**config.mk**
```make
export PLATFORM = sky130hd
export DESIGN_NAME = serial_right_shifter
export DESIGN_NICKNAME = d
export VERILOG_FILES = /design/src/rtl/serial_right_shifter.sv
export SDC_FILE = /design/constraint.sdc
export NUM_CORES = 1
export LEC_CHECK = 0
export ABC_AREA = 0
export ABC_CLOCK_PERIOD_IN_PS = 4130
export CORE_ASPECT_RATIO = 2
export CORE_MARGIN = 1.5
export CORE_UTILIZATION = 47
export CTS_CLUSTER_DIAMETER = 150
export CTS_CLUSTER_SIZE = 20
export DETAILED_ROUTE_END_ITERATION = 10
export PLACE_DENSITY = 0.81
export SETUP_SLACK_MARGIN = 0.1
export SYNTH_ARGS = -nofsm -noshare
export SYNTH_HDL_FRONTEND = slang
export SYNTH_SLANG_ARGS = --single-unit
```
**constraint.sdc**
```tcl
create_clock -name clk -period 4.13 [get_ports clk]
set_clock_uncertainty 0.1 [all_clocks]
set_input_delay 0.826 -clock clk [delete_from_list [all_inputs] [get_ports clk]]
set_output_delay 0.826 -clock clk [all_outputs]
set_load 0.01 [all_outputs]
```
**src/rtl/serial_right_shifter.sv**
```systemverilog
`timescale 1ns/1ps
// Purpose : SRL/SRA by a variable amount, one bit position per clock, under a start/done handshake.
// Latency : start at E0 -> busy for shamt+1 cycles -> done for one cycle -> IDLE after E(shamt+2).
// Backpressure: none; start is only sampled in IDLE, requests in SHIFT/DONE are dropped (no queueing).
//
// Ports:
//   clk, rst_n            clock (rising edge) and asynchronous active-low reset
//   start                 request, sampled only in IDLE
//   arith                 1 = sign fill (SRA), 0 = zero fill (SRL); captured with start
//   data_in, shamt        operand and shift amount (0..WIDTH-1); captured with start
//   busy                  high while shifting
//   done                  one-cycle pulse, result valid
//   result                shift register contents; stable from done until the next accepted start
module serial_right_shifter #(
  parameter int WIDTH = 32,
  parameter int SHW   = 5     // must equal log2(WIDTH)
) (
  input  logic             clk,
  input  logic             rst_n,
  input  logic             start,
  input  logic             arith,
  input  logic [WIDTH-1:0] data_in,
  input  logic [SHW-1:0]   shamt,
  output logic             busy,
  output logic             done,
  output logic [WIDTH-1:0] result
);

  typedef enum logic [1:0] {
    IDLE  = 2'd0,
    SHIFT = 2'd1,
    DONE  = 2'd2
  } state_t;

  state_t           state;
  logic [WIDTH-1:0] sr;
  logic [SHW-1:0]   cnt;
  logic             arith_q;

  always_ff @(posedge clk or negedge rst_n) begin
    if (!rst_n) begin
      state   <= IDLE;
      sr      <= '0;
      cnt     <= '0;
      arith_q <= 1'b0;
    end else begin
      case (state)
        IDLE: begin
          if (start) begin
            sr      <= data_in;
            cnt     <= shamt;
            arith_q <= arith;
            state   <= SHIFT;
          end
        end
        SHIFT: begin
          // The cnt==0 cycle is spent without shifting, so shamt=0 still
          // takes one SHIFT cycle and every operation has the same shape.
          if (cnt != '0) begin
            sr  <= {arith_q & sr[WIDTH-1], sr[WIDTH-1:1]};
            cnt <= cnt - SHW'(1);
          end else begin
            state <= DONE;
          end
        end
        DONE: begin
          state <= IDLE;
        end
        default: begin
          state <= IDLE;
        end
      endcase
    end
  end

  // Decoded straight from the state register: glitch-free and mutually exclusive.
  assign busy   = (state == SHIFT);
  assign done   = (state == DONE);
  assign result = sr;

endmodule

```
==> flow_summary.json, run 1 <==
{
  "whs_path_depth": 2,
  "die_w_um": 52.5,
  "dpl_cell_area_um2": 2980,
  "dpl.hpwl_um": 3280,
  "synth_edf_count": 0,
  "synth_fp_nets": 190,
  "clock_latency_ns": 0.30,
  "setup_violations": 0,
  "cts_setup_buffers": 0,
  "grt-ovfl-total": 0,
  "vias": 1498,
  "syn_area_per_cell_um2": 15.6,
  "h-tree-depth": 2,
  "hp-class": "register to register",
  "clock_power_share_pct": 12.1,
  "finalPower_mw": 2.60,
  "dieArea_um2": 5360,
  "grt_pass1_wl_um": 7460,
  "synth_top_area_share_pct": 43.4,
  "cts_tree": "yes",
  "crit_type": "register to primary output",
  "status": "finished clean",
  "die_h_um": 102,
  "post-route-period-util_pct": 72.6,
  "postLayoutCoreUtil_pct": 66.5,
  "ys_top_cells_by_area": "dfrtp_1, mux2_4, mux2_2",
  "async_flop_share_pct": 100,
  "worst_slew_pin_slew_ns": 0.866,
  "max_stage_delay_ns": 0.61,
  "r2r_cells": 4,
  "critPathLaunchType": "register",
  "antenna_left": 0,
  "ys_seq_area_share_pct": 43.4,
  "numCtsBuffers": 5,
  "use_met1_pct": 24.1,
  "grt_use_met2_pct": 30.3,
  "rows": 35,
  "reg2reg_from": "state[1]",
  "yosysWarnings": 0,
  "fmax_ghz": 0.334,
  "drive_above_1_share_pct": 34.5,
  "netlist_instances": 148,
  "grt.busiest_layer": "met2",
  "worst_ep_required_time_ns": 3.20,
  "num_antenna_cells": 0,
  "holdWs_ns": 0.398,
  "placedCellCount": 270,
  "cp_slowest_cell": "clkdlybuf4s50_1",
  "num_io_pins": 75,
  "fin_cells": 278,
  "slew_violations": 0,
  "slew_headroom_pct": 42.3,
  "via_per_inst": 5.39,
  "ys_ff_latch": 40,
  "internal_power_mw": 1.77,
  "nets": 264,
  "netSwitchingFraction_pct": 31.7,
  "clock_path_buffers": 2,
  "grt_pass1_vias": 1559,
  "yosysUniqueCellTypes": 32,
  "worst_slack_ns": 1.13,
  "globalplace.congestion": 0.809,
  "core_um2": 4640,
  "r2r-end": "result[28]",
  "cts_sinks": 40,
  "grtUsageTotal_pct": 18.8,
  "dpl_worst_slack_ns": 1.02,
  "final.setup.tns_ns": 0,
  "leakage_nw": 1.43,
  "met3_usage_pct": 3.65,
  "hold_start": "arith_q",
  "postCtsHoldBufs": 0,
  "seq_power_share_pct": 30.1,
  "initial_core_util_pct": 49.7,
  "r2r_slack_ns": 1.60,
  "antenna_found_initial": 0,
  "power.density_nw_per_um2": 842,
  "root_buffer": "clkbuf_8",
  "grt_start_max_net_pins": 41,
  "fin_area_um2": 3090,
  "endpoint_kind": "primary output",
  "cap_violations": 0,
  "ir_worst_vdd_mv": 0.646,
  "syn_area_um2": 2310,
  "drcViolationCount": 0,
  "io_buffers": 74,
  "worstPathArrival_ns": 2.07,
  "synth_top_area_cell": "dfrtp_1",
  "wl_per_cell_um": 16.9,
  "post_cts_resized": 0,
  "wl_um": 4700,
  "path_cells": "nand2b_1, inv_8, clkdlybuf4s50_1",
  "cp_max_fo": 36,
  "dr.pass1.iters": 4,
  "hold_viol_final": 0,
  "period_needed_ns": 3.00,
  "path_clk_slew_ns": 0.07,
  "combPwrFrac_pct": 57.8,
  "rsz0062_at_grt": "false",
  "areaGrowthSynthToFinish_pct": 33.9,
  "p_sw_mw": 0.825,
  "ys.flop_type": "dfrtp_1",
  "drt_iter0_drc": 20,
  "worst_hold_path.endpoint": "arith_q"
}
[worst max path at each step]
stage	cells after the start	to	from	slack [ns]
final	3	busy	state[1]	1.13
after global routing	3	busy	state[1]	1.00
after CTS	3	busy	state[1]	1.10
after detailed placement	5	result[26]	start	1.02
after global placement	5	result[26]	start	1.05
after floorplan	5	result[11]	start	1.97
[layout make-up]
cell class | count | area, um2
Tap cell | 55 | 68.8
Fill cell | 369 | 1550
Sequential cell | 40 | 1000
Clock inverter | 2 | 35.0
Inverter | 4 | 22.5
Multi-Input combinational cell | 96 | 1140
Timing Repair Buffer | 75 | 743
Clock buffer | 6 | 72.6
[routing by layer]
layer / vias up / routed length, um
li1: 691 / -
met1: 741 / 1930
met2: 60 / 2450
met3: 6 / 239
met4: 0 / 84
met5: - / 0
[sequential cells by signal (all words and copies together), names as in the netlist]
register,flops
cnt,5
arith_q,1
result,32
state,2
[worst max-delay path, delay by kind of cell (launching register included)]
| kind | cells | cell delay (ns) |
|---|---|---|
| flops | 1 | 0.45 |
| simple gates | 1 | 0.36 |
| buf+inv | 2 | 0.97 |
[power by group through the flow]
stage / registers, mW / logic [mW] / clock network [mW]
floorplan: 0.818 / 1.08 / 0
global placement: 0.786 / 1.48 / 0
detailed placement: 0.789 / 1.52 / 0
CTS: 0.786 / 1.52 / 0.320
global route: 0.813 / 1.61 / 0.342
finish: 0.783 / 1.50 / 0.314
[synthesized netlist by cell type, drive strengths merged, types with 2 or more instances]
cell and n:
o21ai 3, inv 4, nor3b 2, dfrtp 40, a21oi 4, mux2 62
buf 8, nand2 3, nor4b 2, nor2 4
[kinds of logic (layout without fill, tap and decap cells)]
| logic type | Yosys count | after routing | share of synthesized area, % |
|---|---|---|---|
| simple gates | 19 | 19 | 5.75 |
| buf+inv | 12 | 87 | 6.95 |
| mux | 63 | 63 | 38.8 |
| fa+ha+maj | 1 | 1 | 0.543 |
| compound gates | 13 | 13 | 4.50 |
| flops | 40 | 40 | 43.4 |
[cells in the final DEF, fill, tap and decap left out, types with 3 or more instances in the layout]
master / n
mux2_2: 12
inv_1: 3
nor2_1: 4
clkdlybuf4s50_1: 73
nand2_1: 3
clkbuf_8: 5
dfrtp_1: 40
mux2_4: 50
a21oi_1: 4
Note: power is estimated with default switching activity, not from simulation.
==> inputs of run 2 (changes only) <==
- ABC_CLOCK_PERIOD_IN_PS: 4130 -> 3000
- CORE_UTILIZATION: 47 -> 46
- PLACE_DENSITY: 0.81 -> 0.8
- clock period: 4.13 -> 3 ns (I/O delays scaled with it)
==> run 2 against run 1 <==
  * Total power rose by 36%
  * Clock power rose by 15%
  * Die area rose by 2.1%
  * Critical path depth did not move
  * Largest cell class unchanged
==> flow_summary.json, run 2 (synthesis gave the netlist of run 1 again) <==
{
  "cp_max_fo": 16,
  "worst_slew_pin_slew_ns": 0.884,
  "via_per_inst": 5.23,
  "power.density_nw_per_um2": 1140,
  "slew_violations": 0,
  "p_sw_mw": 1.12,
  "final.setup.tns_ns": 0,
  "postLayoutCoreUtil_pct": 63.7,
  "grt_start_max_net_pins": 41,
  "netSwitchingFraction_pct": 31.7,
  "cap_violations": 0,
  "worst_ep_required_time_ns": 2.30,
  "seq_power_share_pct": 30.2,
  "combPwrFrac_pct": 59.6,
  "antenna_left": 0,
  "internal_power_mw": 2.41,
  "post_cts_resized": 0,
  "root_buffer": "clkbuf_8",
  "clock_power_share_pct": 10.2,
  "leakage_nw": 1.43,
  "h-tree-depth": 2,
  "drt_iter0_drc": 21,
  "fin_area_um2": 3100,
  "numCtsBuffers": 5,
  "vias": 1475,
  "core_um2": 4860,
  "grtUsageTotal_pct": 18.6,
  "globalplace.congestion": 0.810,
  "wl_um": 4550,
  "initial_core_util_pct": 47.4,
  "multi_input_area_um2": 1140,
  "largest_register_ffs": 32,
  "ir_worst_vdd_mv": 0.620,
  "layout.area.seq_um2": 1000,
  "critPathLaunchType": "register",
  "fmax_ghz": 0.385,
  "final_common_cell": "clkdlybuf4s50_1",
  "worstPathArrival_ns": 1.90,
  "finalPower_mw": 3.53,
  "drive_above_1_share_pct": 34.7,
  "dr.pass1.iters": 4,
  "rows": 36,
  "grt.busiest_layer": "met2",
  "cts_sinks": 40,
  "num_antenna_cells": 0,
  "antenna_found_initial": 0,
  "endpoint_kind": "primary output",
  "rsz0062_at_grt": "false",
  "dieArea_um2": 5470,
  "met3_usage_pct": 4.20,
  "grt-ovfl-total": 0,
  "io_buffers": 74,
  "nets": 266,
  "fillers": 379,
  "setup_violations": 0,
  "r2r_cells": 5,
  "status": "finished clean",
  "period_needed_ns": 2.60,
  "dpl.hpwl_um": 3330,
  "die_h_um": 103,
  "dpl_cell_area_um2": 3010,
  "reg2reg_from": "state[1]",
  "postCtsHoldBufs": 0,
  "wl_per_cell_um": 16.1,
  "cts_setup_buffers": 0,
  "drcViolationCount": 0,
  "hp-class": "primary input to async pin",
  "slew_headroom_pct": 41.1,
  "use_met1_pct": 22.0,
  "grt_pass1_vias": 1588,
  "grt_pass1_wl_um": 7460,
  "r2r_slack_ns": 0.77,
  "path_clk_slew_ns": 0.07,
  "clock_path_buffers": 2,
  "num_io_pins": 75,
  "post-route-period-util_pct": 86.7,
  "layout_common_cells": "clkdlybuf4s50_1, mux2_4, dfrtp_1, mux2_2, clkbuf_8",
  "clock_latency_ns": 0.29,
  "cts_tree": "yes",
  "r2r-end": "result[28]",
  "grt_use_met2_pct": 31.6,
  "die_w_um": 53.1,
  "areaGrowthSynthToFinish_pct": 34.5,
  "hold_viol_final": 0,
  "crit_type": "register to primary output"
}
[run 2: per-stage QoR]
| step | instances | hold WS, ns | setup slack, ns |
|---|---|---|---|
| finish | 282 | 0.334 | 0.400 |
| CTS | 282 | 0.359 | 0.380 |
| global route | 282 | 0.389 | 0.312 |
| global placement | 274 | 0.391 | 0.497 |
| detailed placement | 274 | 0.387 | 0.459 |
| floorplan | 148 | 0.204 | 1.07 |
[run 2: worst max-delay path: stages, from the launching register on]
cell	delay [ns]
dfrtp_1	0.45
nand2b_1	0.36
inv_8	0.24
clkdlybuf4s50_1	0.57
[run 2: metal layers]
layer | up-vias | wire length (um) | share of wire [%]
met5 | - | 0 | 0
met4 | 0 | 76 | 1.7
met3 | 6 | 289 | 6.4
met2 | 64 | 2370 | 52
met1 | 715 | 1810 | 40
li1 | 690 | - | -
[run 2: area by class of cell]
| type | instances | share of cell area (%) |
|---|---|---|
| clock buffers | 8 | 2.91 |
| flip-flops and latches | 40 | 32.3 |
| well taps | 57 | 2.30 |
| inverters | 4 | 0.726 |
| multi-input cells | 96 | 36.9 |
| repair buffers | 77 | 24.9 |
[run 2: how the worst max path moves through the flow]
stage / end / start / slack, ns
global route: busy / state[1] / 0.31
finish: busy / state[1] / 0.40
floorplan: result[11] / start / 1.07
CTS: busy / state[1] / 0.38
detailed placement: result[16] / start / 0.46
global placement: result[14] / start / 0.50
[run 2: power by group through the flow]
stage,logic [mW],clock network [mW],registers (mW)
2_1_floorplan,1.49,0,1.13
3_3_place_gp,2.08,0,1.07
3_5_place_dp,2.12,0,1.08
4_1_cts,2.13,0.375,1.07
5_1_grt,2.26,0.404,1.11
6_report,2.10,0.360,1.07
